--- src/rtl/ir_pkg.sv ---
// rtl/ir_pkg.sv - shared types and defaults for the IR sensor scheduler
// Contents: arbiter state enum, default parameter values, channel-index width helper.
package ir_pkg;

    typedef enum logic {
        ST_IDLE  = 1'b0,
        ST_OFFER = 1'b1
    } arb_state_t;

    localparam int N_CH_DEF    = 4;
    localparam int DIV_W_DEF   = 10;
    localparam int DEB_LEN_DEF = 6;
    localparam int CNT_W_DEF   = 8;

    // Width of a channel index; never below one bit.
    function automatic int ch_width(input int n);
        return (n > 1) ? $clog2(n) : 1;
    endfunction

endpackage

--- src/rtl/ir_sensor_scheduler_if.sv ---
// rtl/ir_sensor_scheduler_if.sv - valid/ready event port of the IR scheduler
// Signals: evt_valid (event offered), evt_ch (channel of offered event), evt_ready (consumer accepts).
// Modports: master = scheduler side, slave = consumer side.
interface ir_sensor_scheduler_if
    import ir_pkg::*;
#(
    parameter int N_CH = N_CH_DEF
);
    localparam int CH_W = ch_width(N_CH);

    logic            evt_valid;
    logic            evt_ready;
    logic [CH_W-1:0] evt_ch;

    modport master (
        output evt_valid,
        output evt_ch,
        input  evt_ready
    );

    modport slave (
        input  evt_valid,
        input  evt_ch,
        output evt_ready
    );
endinterface

--- src/rtl/ir_channel_filter.sv ---
// rtl/ir_channel_filter.sv - one IR channel: synchronizer, tick-gated debounce, hysteresis level, rise pulse
// Ports: clk, rst (async active-low), tick (sample strobe), ir_n (raw active-low sensor),
//        level (debounced detection, 1 = object), rise (one-cycle pulse on level rising).
module ir_channel_filter
    import ir_pkg::*;
#(
    parameter int DEB_LEN = DEB_LEN_DEF
) (
    input  logic clk,
    input  logic rst,
    input  logic tick,
    input  logic ir_n,
    output logic level,
    output logic rise
);

    logic               sync1_q, sync1_d;
    logic               sync2_q, sync2_d;
    logic [DEB_LEN-1:0] sh_q, sh_d;
    logic               level_q, level_d;
    logic               level_prev_q, level_prev_d;

    always_comb begin
        // Invert at the pin so everything downstream is active-high.
        sync1_d      = ~ir_n;
        sync2_d      = sync1_q;
        sh_d         = sh_q;
        if (tick) begin
            sh_d = {sh_q[DEB_LEN-2:0], sync2_q};
        end
        // Hysteresis: only a full window of equal samples moves the level.
        level_d      = level_q;
        if (&sh_q) begin
            level_d = 1'b1;
        end else if (~|sh_q) begin
            level_d = 1'b0;
        end
        level_prev_d = level_q;
    end

    always_ff @(posedge clk or negedge rst) begin
        if (!rst) begin
            sync1_q      <= 1'b0;
            sync2_q      <= 1'b0;
            sh_q         <= '0;
            level_q      <= 1'b0;
            level_prev_q <= 1'b0;
        end else begin
            sync1_q      <= sync1_d;
            sync2_q      <= sync2_d;
            sh_q         <= sh_d;
            level_q      <= level_d;
            level_prev_q <= level_prev_d;
        end
    end

    assign level = level_q;
    assign rise  = level_q & ~level_prev_q;

endmodule

--- src/rtl/ir_sensor_scheduler.sv ---
// rtl/ir_sensor_scheduler.sv - multi-channel IR front end with round-robin event arbiter
// Ports: clk, rst (async active-low), ir_n[N_CH] (raw sensors, low = object),
//        clr_drop (clear sticky drop bits), evt_if (master: evt_valid/evt_ch out, evt_ready in),
//        ch_level[N_CH] (debounced levels), drop[N_CH] (sticky lost-event flags),
//        evt_total[CNT_W] (saturating accepted-event count, only when IR_SCHED_EVT_COUNT_EN is defined).
// Optional feature macro: IR_SCHED_EVT_COUNT_EN.
module ir_sensor_scheduler
    import ir_pkg::*;
#(
    parameter int N_CH    = N_CH_DEF,
    parameter int DIV_W   = DIV_W_DEF,
    parameter int DEB_LEN = DEB_LEN_DEF,
    parameter int CNT_W   = CNT_W_DEF
) (
    input  logic                 clk,
    input  logic                 rst,
    input  logic [N_CH-1:0]      ir_n,
    input  logic                 clr_drop,
    ir_sensor_scheduler_if.master evt_if,
    output logic [N_CH-1:0]      ch_level,
    output logic [N_CH-1:0]      drop
`ifdef IR_SCHED_EVT_COUNT_EN
    ,
    output logic [CNT_W-1:0]     evt_total
`endif
);

    localparam int CH_W = ch_width(N_CH);

    logic [DIV_W-1:0] div_q, div_d;
    logic             tick;
    logic [N_CH-1:0]  rise;
    logic [N_CH-1:0]  pending_q, pending_d;
    logic [N_CH-1:0]  drop_q, drop_d;
    arb_state_t       state_q, state_d;
    logic             evt_valid_q, evt_valid_d;
    logic [CH_W-1:0]  evt_ch_q, evt_ch_d;
    logic [CH_W-1:0]  rr_ptr_q, rr_ptr_d;
    logic             accept;
    logic             grant_found;
    logic [CH_W-1:0]  grant_ch;
    logic [CH_W-1:0]  cand;

    // Sample strobe: one cycle out of every 2^DIV_W.
    assign div_d = div_q + 1'b1;
    assign tick  = &div_q;

    for (genvar g = 0; g < N_CH; g++) begin : g_ch
        ir_channel_filter #(
            .DEB_LEN (DEB_LEN)
        ) u_filter (
            .clk   (clk),
            .rst   (rst),
            .tick  (tick),
            .ir_n  (ir_n[g]),
            .level (ch_level[g]),
            .rise  (rise[g])
        );
    end

    assign accept = evt_valid_q & evt_if.evt_ready;

    // Round-robin search: first pending channel at or after rr_ptr, wrapping.
    always_comb begin
        grant_found = 1'b0;
        grant_ch    = '0;
        cand        = '0;
        for (int k = 0; k < N_CH; k++) begin
            cand = CH_W'((int'(rr_ptr_q) + k) % N_CH);
            if (!grant_found && pending_q[cand]) begin
                grant_found = 1'b1;
                grant_ch    = cand;
            end
        end
    end

    // A new rise beats a same-cycle accept (event stays pending, no drop),
    // and a drop-setting rise beats a same-cycle clr_drop.
    always_comb begin
        pending_d = pending_q;
        drop_d    = drop_q;
        for (int i = 0; i < N_CH; i++) begin
            logic clr_sel;
            clr_sel      = accept && (evt_ch_q == CH_W'(i));
            pending_d[i] = rise[i] | (pending_q[i] & ~clr_sel);
            drop_d[i]    = (rise[i] & pending_q[i] & ~clr_sel) | (drop_q[i] & ~clr_drop);
        end
    end

    always_comb begin
        state_d     = state_q;
        evt_valid_d = evt_valid_q;
        evt_ch_d    = evt_ch_q;
        rr_ptr_d    = rr_ptr_q;
        case (state_q)
            ST_IDLE: begin
                if (grant_found) begin
                    state_d     = ST_OFFER;
                    evt_valid_d = 1'b1;
                    evt_ch_d    = grant_ch;
                end
            end
            ST_OFFER: begin
                if (evt_if.evt_ready) begin
                    state_d     = ST_IDLE;
                    evt_valid_d = 1'b0;
                    rr_ptr_d    = (evt_ch_q == CH_W'(N_CH - 1)) ? '0 : evt_ch_q + 1'b1;
                end
            end
            default: begin
                state_d     = ST_IDLE;
                evt_valid_d = 1'b0;
            end
        endcase
    end

`ifdef IR_SCHED_EVT_COUNT_EN
    logic [CNT_W-1:0] cnt_q, cnt_d;

    assign cnt_d     = (accept && (cnt_q != '1)) ? cnt_q + 1'b1 : cnt_q;
    assign evt_total = cnt_q;
`endif

    always_ff @(posedge clk or negedge rst) begin
        if (!rst) begin
            div_q       <= '0;
            pending_q   <= '0;
            drop_q      <= '0;
            state_q     <= ST_IDLE;
            evt_valid_q <= 1'b0;
            evt_ch_q    <= '0;
            rr_ptr_q    <= '0;
`ifdef IR_SCHED_EVT_COUNT_EN
            cnt_q       <= '0;
`endif
        end else begin
            div_q       <= div_d;
            pending_q   <= pending_d;
            drop_q      <= drop_d;
            state_q     <= state_d;
            evt_valid_q <= evt_valid_d;
            evt_ch_q    <= evt_ch_d;
            rr_ptr_q    <= rr_ptr_d;
`ifdef IR_SCHED_EVT_COUNT_EN
            cnt_q       <= cnt_d;
`endif
        end
    end

    assign evt_if.evt_valid = evt_valid_q;
    assign evt_if.evt_ch    = evt_ch_q;
    assign drop             = drop_q;

endmodule

--- src/flat_wrapper.sv ---
// flat-port wrapper written by rule: the top's interface ports become plain ports
module ir_sensor_scheduler_flat import ir_pkg::*;
#(
    parameter int N_CH    = N_CH_DEF,
    parameter int DIV_W   = DIV_W_DEF,
    parameter int DEB_LEN = DEB_LEN_DEF,
    parameter int CNT_W   = CNT_W_DEF
)
  (clk, rst, ir_n, clr_drop, ch_level, drop, evt_if_evt_valid, evt_if_evt_ch, evt_if_evt_ready);
  ir_sensor_scheduler_if #(.N_CH(N_CH)) evt_if_i ();
  input  logic clk;
  input  logic rst;
  input  logic [N_CH-1:0] ir_n;
  input  logic clr_drop;
  output logic [N_CH-1:0] ch_level;
  output logic [N_CH-1:0] drop;
  output wire logic [$bits(evt_if_i.evt_valid)-1:0] evt_if_evt_valid;
  output wire logic [$bits(evt_if_i.evt_ch)-1:0] evt_if_evt_ch;
  input wire logic [$bits(evt_if_i.evt_ready)-1:0] evt_if_evt_ready;
  assign evt_if_evt_valid = evt_if_i.evt_valid;
  assign evt_if_evt_ch = evt_if_i.evt_ch;
  assign evt_if_i.evt_ready = evt_if_evt_ready;
  ir_sensor_scheduler #(.N_CH(N_CH), .DIV_W(DIV_W), .DEB_LEN(DEB_LEN), .CNT_W(CNT_W)) u_core (.clk(clk), .rst(rst), .ir_n(ir_n), .clr_drop(clr_drop), .evt_if(evt_if_i), .ch_level(ch_level), .drop(drop));
endmodule
--- config.mk ---
export PLATFORM = sky130hd
export DESIGN_NAME = ir_sensor_scheduler_flat
export DESIGN_NICKNAME = d
export VERILOG_FILES = /design/src/rtl/ir_pkg.sv /design/src/rtl/ir_sensor_scheduler_if.sv /design/src/rtl/ir_channel_filter.sv /design/src/rtl/ir_sensor_scheduler.sv /design/src/flat_wrapper.sv
export SDC_FILE = /design/constraint.sdc
export NUM_CORES = 1
export LEC_CHECK = 0
export ABC_AREA = 0
export BUFFER_PORTS_ARGS = -buffer_cell sky130_fd_sc_hd__buf_2
export CORE_UTILIZATION = 50
export CTS_BUF_LIST = sky130_fd_sc_hd__clkbuf_8
export DETAILED_ROUTE_END_ITERATION = 10
export PLACE_DENSITY = 0.67
export SLEW_MARGIN = 20
export SYNTH_ARGS = -nofsm -noshare
export SYNTH_HDL_FRONTEND = slang
export SYNTH_SLANG_ARGS = --single-unit
--- constraint.sdc ---
create_clock -name clk -period 2.2 [get_ports clk]
set_clock_uncertainty 0.1 [all_clocks]
set_input_delay 0.66 -clock clk [delete_from_list [all_inputs] [get_ports clk]]
set_output_delay 0.66 -clock clk [all_outputs]
set_load 0.005 [all_outputs]
==> results by group, run 1 <==
Setup path
  • Delay of the slowest cell on the worst path: 0.50 ns
  • CP arrival: 2.12 ns
  • Crit-path slowest cell: sky130_fd_sc_hd__nand4_4
  • Cell family with the largest share of critical-path delay: simple AND/OR/NAND/NOR gates
  • Startpoint type of the worst setup path: flip-flop
  • Source of the worst register-to-register timing path: u_core.div_q[0]
  • Setup crit end kind: flip-flop
  • Required time reported for the critical path endpoint: 2.32 ns
  • Worst Path Class, Setup: reg2reg
  • Reg-to-reg endpoint: u_core.g_ch[1].u_filter.sh_q[0]
  • Reg2Reg Depth: 3
  • Setup slack on the worst flop-to-flop path: 0.19 ns
  • Biggest fanout along the worst timing path: 24
  • CP bufs+invs: 0
  • Critical path, cell by cell: ha_1, nand4_4, mux2_4

STA
  • Final setup viols: 0
  • RSZ-0062 raised after global routing: false
  • Setup total negative slack: 0 ns
  • Relative slew slack: 0.6111
  • Actual slew at the worst max-slew pin: 0.5823 ns
  • Highest attainable clock frequency: 498.6 MHz
  • Final critical delay including setup and external delays: 2.005 ns
  • Max-slew violation count: 0
  • Final-report hold violation count: 0
  • Final worst path period share: 0.9116

Route
  • DR pass1 iterations: 4
  • DR vias: 1,522
  • Mean routed wirelength per cell: 12.97 um
  • Total wire length: 3865 um
  • Total DRC errors in the routed layout: 0
  • Post-route ant nets: 0
  • Initial DRC count: 24
  • Vias per cell: 5.107

Clock tree
  • Number of instances resized during post-cts repair: 0
  • H-tree Lvls: 3
  • Post-CTS Setup Inserts: 0
  • CTS Root Cell: sky130_fd_sc_hd__clkbuf_8
  • Cts bufs inserted: 9
  • Count of hold-fix buffers inserted at cts: 0
  • Clock latency reported for the late side of the worst-skew pair: 0.33 ns
  • Clock tree from TritonCTS: built
  • CTS Sinks: 64
  • Clock input transition at the sequential cells of the worst setup and hold paths: 0.07 ns
  • Maximum number of buffers from clock root to sink: 2

Floorplanning
  • Initial core utilization: 0.5186
  • Die Height: 74.79 um
  • Die area: 0.005593 mm^2
  • Placement row count: 26
  • IO Pins: 19
  • Chip width: 74.79 um
  • Placeable core region: 0.005107 mm^2

Layout
  • Count of filler cells inserted in the layout: 429
  • Commonest cells after routing, fill and taps aside: sky130_fd_sc_hd__dfrtp_1 (64), sky130_fd_sc_hd__mux2_4 (20), sky130_fd_sc_hd__inv_1 (18), sky130_fd_sc_hd__buf_2 (18), sky130_fd_sc_hd__nand2_1 (12)
  • Post-layout net count: 236
  • Ratio of cells with drive above 1 in the final layout: 0.2719
  • Core utilization of the finished layout: 0.5924
  • Count of antenna diodes in the layout: 0
  • Multi-input combinational cell area: 923.4 um^2
  • Storage element area: 0.001602 mm^2
  • Area growth syn-to-layout: 14.22%
  • Most common library cell in the layout ignoring fill and taps: sky130_fd_sc_hd__dfrtp_1
  • Final cell count without fillers: 298

GRT
  • GRT Resource Usage Total: 0.1664
  • Antenna violations before repair: 0
  • Met3 capacity usage during global routing: 0.05221
  • Wire length of the first global-routing pass: 6610 um
  • Pin count of the biggest net entering global routing: 39
  • Gr ovfl total: 0
  • Global routing met2 resource utilization: 0.2472
  • GRT met1 Usage: 0.2145
  • Most used routing layer: met2
  • Number of global-route vias before repair: 1,425

Synth
  • Synthesis-stage register bit count: 64
  • Synthesis Warnings: 0
  • Netlist Area Pre-Place: 0.002649 mm^2
  • Proportion of synthesized chip area in sequential cells: 0.6046
  • Count of cell types in the netlist: 30
  • Syn avg cell area: 13.38 um^2
  • Share of async-settable or async-resettable flops after synthesis: 1.000
  • Share of the synthesized area in the top cell type: 0.6046
  • Cells taking the most area after synthesis: sky130_fd_sc_hd__dfrtp_1 (60%), sky130_fd_sc_hd__mux2_4 (11%), sky130_fd_sc_hd__inv_1 (2.4%)
  • Cell type with the highest aggregate area in the netlist: sky130_fd_sc_hd__dfrtp_1
  • Post-synth EDFFs: 0
  • Top flip-flop cell by instance count after synthesis: sky130_fd_sc_hd__dfrtp_1
  • Synthesized netlist cell count: 198
  • Net count after synthesis: 211

Run
  • Max_cap viols: 0

Power and ir drop
  • Reported leakage power: 1.585 nW
  • Peak supply drop: 0.0004627 V
  • Total power density per cell area: 935.5 mW/mm^2

Status
  • Run status: completed

Placement
  • Final GP Congestion: 0.8222
  • Estimated wirelength of the detail-placed design: 2629 um
  • Placed Instances: 282
  • Port buffer count: 18

Worst hold path
  • Class of the worst hold path: in2async
[final cells by class]
| type | instances | area share |
|---|---|---|
| clock inverter | 7 | 0.02895 |
| multi-input combinational | 110 | 0.3052 |
| sequential | 64 | 0.5294 |
| timing repair buffer | 21 | 0.04549 |
| clock buffer | 9 | 0.04094 |
| tap | 70 | 0.02895 |
| inverter | 17 | 0.02109 |
[power breakdown]
part           internal [W]  leakage [nW]  switching, W
Clock              0.000629         0.114      0.000430
Sequential          0.00127         0.848      0.000119
Combinational      0.000190         0.624      0.000192
Total               0.00209          1.59      0.000741
[registers in the layout, indices dropped and copies added (netlist names)]
signal / cells
u_core.g_ch.u_filter.sh_q: 24
u_core.g_ch.u_filter.level: 4
u_core.evt_if.evt_valid: 1
u_core.div_q: 10
u_core.g_ch.u_filter.sync2_q: 4
u_core.rr_ptr_q: 2
u_core.state_q: 1
u_core.drop: 4
u_core.g_ch.u_filter.level_prev_q: 4
u_core.evt_if.evt_ch: 2
u_core.g_ch.u_filter.sync1_q: 4
u_core.pending_q: 4
[routing by layer]
layer	wire length (um)	part of all wire
met1	1856	0.48
met2	1787	0.46
met3	138	0.036
met4	82	0.021
met5	0	0
[cells by family after synthesis]
| logic type | count (synthesis) | synth area share |
|---|---|---|
| xor gates and xnor gates | 8 | 0.02645 |
| DFF | 64 | 0.6046 |
| muxes | 27 | 0.1422 |
| buffers and inverters | 24 | 0.04676 |
| and+or+nand+nor | 43 | 0.09448 |
| adders and majority gates | 5 | 0.02362 |
| AOI/OAI and AO/OA | 27 | 0.06188 |
[metrics by stage]
step                area, um^2  hold WS, ns  worst slack, ns  total power [W]
detailed placement        2814       0.2355           0.2163         0.001797
global route              3025      0.08087          0.09558         0.002994
finish                    3025      0.07757           0.1946         0.002830
global placement          2814       0.2321           0.2475         0.001788
floorplan                 2649       0.2312           0.6378         0.001623
CTS                       3025      0.06363           0.1892         0.002871
[cells in the mapped netlist, types with 3 or more instances]
| library cell | number |
|---|---|
| sky130_fd_sc_hd__mux2_4 | 20 |
| sky130_fd_sc_hd__xnor2_1 | 7 |
| sky130_fd_sc_hd__o21ai_0 | 11 |
| sky130_fd_sc_hd__nand4_1 | 3 |
| sky130_fd_sc_hd__nand2b_1 | 6 |
| sky130_fd_sc_hd__nand3_1 | 7 |
| sky130_fd_sc_hd__and3_1 | 6 |
| sky130_fd_sc_hd__nand2_1 | 12 |
| sky130_fd_sc_hd__a31oi_1 | 4 |
| sky130_fd_sc_hd__o22ai_1 | 4 |
| sky130_fd_sc_hd__dfrtp_1 | 64 |
| sky130_fd_sc_hd__ha_1 | 5 |
| sky130_fd_sc_hd__or4_1 | 4 |
| sky130_fd_sc_hd__buf_4 | 5 |
| sky130_fd_sc_hd__mux2_2 | 5 |
| sky130_fd_sc_hd__inv_1 | 17 |
[worst register-to-register path, stage by stage (launching register included)]
cell	delay, ns
sky130_fd_sc_hd__dfrtp_1	0.46
sky130_fd_sc_hd__ha_1	0.34
sky130_fd_sc_hd__nand4_4	0.50
sky130_fd_sc_hd__mux2_4	0.49
[how the worst max path moves through the flow]
| stage | startpoint | to | slack (ns) | cells after the start |
|---|---|---|---|---|
| final | u_core.div_q[0] | u_core.g_ch[1].u_filter.sh_q[0] | 0.19 | 3 |
| after global placement | u_core.div_q[0] | u_core.g_ch[2].u_filter.sh_q[0] | 0.25 | 3 |
| after global routing | u_core.div_q[0] | u_core.g_ch[1].u_filter.sh_q[5] | 0.1 | 3 |
| after CTS | u_core.div_q[0] | u_core.g_ch[1].u_filter.sh_q[0] | 0.19 | 3 |
| after detailed placement | u_core.div_q[0] | u_core.g_ch[1].u_filter.sh_q[0] | 0.22 | 3 |
| after floorplan | u_core.div_q[2] | u_core.g_ch[0].u_filter.sh_q[0] | 0.64 | 5 |
Note: power is estimated with default switching activity, not from simulation.
==> run 2, diff against run 1 <==
- SYNTH_HIERARCHICAL: unset -> 1
- clock period: 2.2 -> 1.9 ns (I/O delays scaled with it)
==> run 2 against run 1 <==
Against the previous run:
- combinational power is 87% lower
- cell count is 0.34% higher
- synthesized cell count stayed put
- die area is 1.2% higher
- routed wire length is 7.0% higher
- power is 8.2% lower
- clock-buffer cell count is 3 higher
- sequential cell count stayed put
- setup slack worse by 0.055 ns
- global-route usage is 0.89 points higher
- clock power is 10% higher
- first-iteration DRC count grew to 3.8 times the previous value
==> results by group, run 2 <==
Clock tree
  • H-tree Lvls: 3
  • Cts bufs inserted: 9
  • Clock latency reported for the late side of the worst-skew pair: 0.33 ns
  • Maximum number of buffers from clock root to sink: 2
  • CTS Sinks: 64
  • CTS Root Cell: sky130_fd_sc_hd__clkbuf_8
  • Clock tree from TritonCTS: built
  • Clock input transition at the sequential cells of the worst setup and hold paths: 0.07 ns

Layout
  • Multi-input combinational cell area: 992.2 um^2
  • Post-layout net count: 238
  • Count of antenna diodes in the layout: 0
  • Storage element area: 0.001602 mm^2
  • Ratio of cells with drive above 1 in the final layout: 0.2795
  • Top flop regs: u_core/g_ch.u_filter/sh_q x24, u_core/div_q x10
  • Most common library cell in the layout ignoring fill and taps: sky130_fd_sc_hd__dfrtp_1
  • Max FFs per register: 24
  • Commonest cells after routing, fill and taps aside: sky130_fd_sc_hd__dfrtp_1 (64), sky130_fd_sc_hd__mux2_4 (24), sky130_fd_sc_hd__nand3_1 (19)
  • Final cell count without fillers: 299
  • Area growth syn-to-layout: 14.61%
  • Register name with the most flops: u_core/g_ch.u_filter/sh_q
  • Count of filler cells inserted in the layout: 421

Synth
  • Post-synth EDFFs: 0
  • Synthesis Warnings: 6
  • Count of cell types in the netlist: 28
  • Net count after synthesis: 211
  • Syn avg cell area: 13.54 um^2
  • Proportion of synthesized chip area in sequential cells: 0.5973
  • Top flip-flop cell by instance count after synthesis: sky130_fd_sc_hd__dfrtp_1
  • Cells taking the most area after synthesis: sky130_fd_sc_hd__dfrtp_1 (60%), sky130_fd_sc_hd__mux2_4 (13%), sky130_fd_sc_hd__nand3_1 (3.5%)
  • Cell type with the highest aggregate area in the netlist: sky130_fd_sc_hd__dfrtp_1
  • Synthesized netlist cell count: 198
  • Share of the synthesized area in the top cell type: 0.5973
  • Most frequent cell after synthesis: sky130_fd_sc_hd__dfrtp_1
  • Synthesis-stage register bit count: 64
  • Netlist Area Pre-Place: 0.002681 mm^2
  • Share of async-settable or async-resettable flops after synthesis: 1.000
  • Top cell types by occurrence after synthesis: sky130_fd_sc_hd__dfrtp_1 (64), sky130_fd_sc_hd__mux2_4 (24), sky130_fd_sc_hd__nand3_1 (19)

Worst hold path
  • Class of the worst hold path: in2async

Route
  • Mean routed wirelength per cell: 13.83 um
  • Vias per cell: 5.064
  • DR vias: 1,514
  • Total DRC errors in the routed layout: 0
  • Initial DRC count: 90
  • DR pass1 iterations: 4
  • Total wire length: 4136 um
  • Post-route ant nets: 0

Placement
  • Placed Instances: 284
  • Estimated wirelength of the detail-placed design: 2779 um
  • Port buffer count: 18
  • Post-placement setup slack: 0.1101 ns
  • Final GP Congestion: 0.6961

STA
  • Final worst path period share: 0.9265
  • Post-layout worst setup margin: 0.1396 ns
  • Final setup viols: 0
  • RSZ-0062 raised after global routing: false
  • Max-slew violation count: 0
  • Highest attainable clock frequency: 568.0 MHz
  • Setup total negative slack: 0 ns
  • Final critical delay including setup and external delays: 1.760 ns
  • Final-report hold violation count: 0
  • Relative slew slack: 0.7142
  • Actual slew at the worst max-slew pin: 0.4252 ns

GRT
  • GRT Resource Usage Total: 0.1753
  • Gr ovfl total: 0
  • Number of global-route vias before repair: 1,508
  • Pin count of the biggest net entering global routing: 65
  • Antenna violations before repair: 0
  • Wire length of the first global-routing pass: 7017 um

Setup path
  • Biggest fanout along the worst timing path: 24
  • Setup crit end kind: flip-flop
  • Worst Path Class, Setup: reg2reg
  • Startpoint type of the worst setup path: flip-flop
  • CP arrival: 1.87 ns
  • Required time reported for the critical path endpoint: 2.01 ns

Status
  • Run status: completed

Floorplanning
  • Initial core utilization: 0.5217
  • Placement row count: 26
  • Placeable core region: 0.005140 mm^2
  • Die area: 0.005660 mm^2
  • IO Pins: 19
  • Die Height: 75.23 um
  • Chip width: 75.23 um

Power and ir drop
  • Peak supply drop: 0.0004864 V
  • Total power density per cell area: 845.6 mW/mm^2
  • Reported leakage power: 1.603 nW
  • Total power: 0.002599 W

Run
  • Max_cap viols: 0
==> run 2: metrics by stage <==
step | hold slack (ns) | cell area [um^2] | util
finish | 0.1317 | 3073 | 0.5979
global route | 0.1432 | 3073 | 0.5979
CTS | 0.1377 | 3070 | 0.5974
detailed placement | 0.2395 | 2865 | 0.5574
global placement | 0.2317 | 2865 | 0.5574
floorplan | 0.1744 | 2686 | -
==> run 2: logic make-up (layout without fill, tap and decap cells) <==
family          after synthesis  after routing  share of synthesized area
compound gates               26             26                    0.06813
xor+xnor                      8              8                    0.02613
fa+ha+maj                     5              5                    0.02333
buf+inv                      19             50                    0.03779
flops                        64             64                     0.5973
mux                          27             27                     0.1461
simple gates                 49             49                     0.1013
==> run 2: path summary, 6_finish.rpt <==
kind,startpoint,endpoint,slack [ns],cells after the start
max,u_core/div_q[0],u_core/g_ch[3].u_filter/sh_q[3],0.14,5
min,rst,u_core/evt_if.evt_valid,0.13,2
max reg2reg,u_core/div_q[0],u_core/g_ch[3].u_filter/sh_q[3],0.14,5
min reg2reg,u_core/g_ch[1].u_filter/sync1_q,u_core/g_ch[1].u_filter/sync2_q,0.25,0
max in group asynchronous,rst,u_core/div_q[9],1.29,2
min in group clk,u_core/g_ch[1].u_filter/sync1_q,u_core/g_ch[1].u_filter/sync2_q,0.25,0
==> run 2: cell type report <==
type                    count  area share
clock buffers              12     0.05375
inverters                  15     0.01832
multi-input cells         115      0.3229
clock inverters             3     0.01303
flip-flops and latches     64      0.5212
repair buffers             20     0.04235
well taps                  70     0.02850
==> run 2: metal layers <==
| metal | part of all wire | vias up | global-route usage | wire length [um] |
|---|---|---|---|---|
| met1 | 0.48 | 738 | 0.2303 | 1988 |
| met3 | 0.028 | 4 | 0.05622 | 116 |
| li1 | - | 752 | - | - |
| met5 | 0 | - | 0 | 0 |
| met2 | 0.48 | 20 | 0.2643 | 1983 |
| met4 | 0.012 | 0 | 0.08642 | 48 |
==> run 2: critical path: stages, from the launching register on <==
cell                      delay [ns]
sky130_fd_sc_hd__dfrtp_1        0.41
sky130_fd_sc_hd__ha_2           0.23
sky130_fd_sc_hd__nand3_1        0.16
sky130_fd_sc_hd__nor3_4         0.18
sky130_fd_sc_hd__buf_12         0.23
sky130_fd_sc_hd__mux2_4         0.32
==> run 2: what timing repair did <==
action | 4_1_cts | 5_1_grt
hold buffers | 0 | 0
setup endpoints to repair | 0 | 15
buffers inserted | 0 | 0
resized for setup | 0 | 1
==> run 2: where the power goes <==
part	switching [W]	internal (W)
clock	0.000468	0.000701
sequential	0.00000684	0.00137
combinational	0.0000344	0.0000136
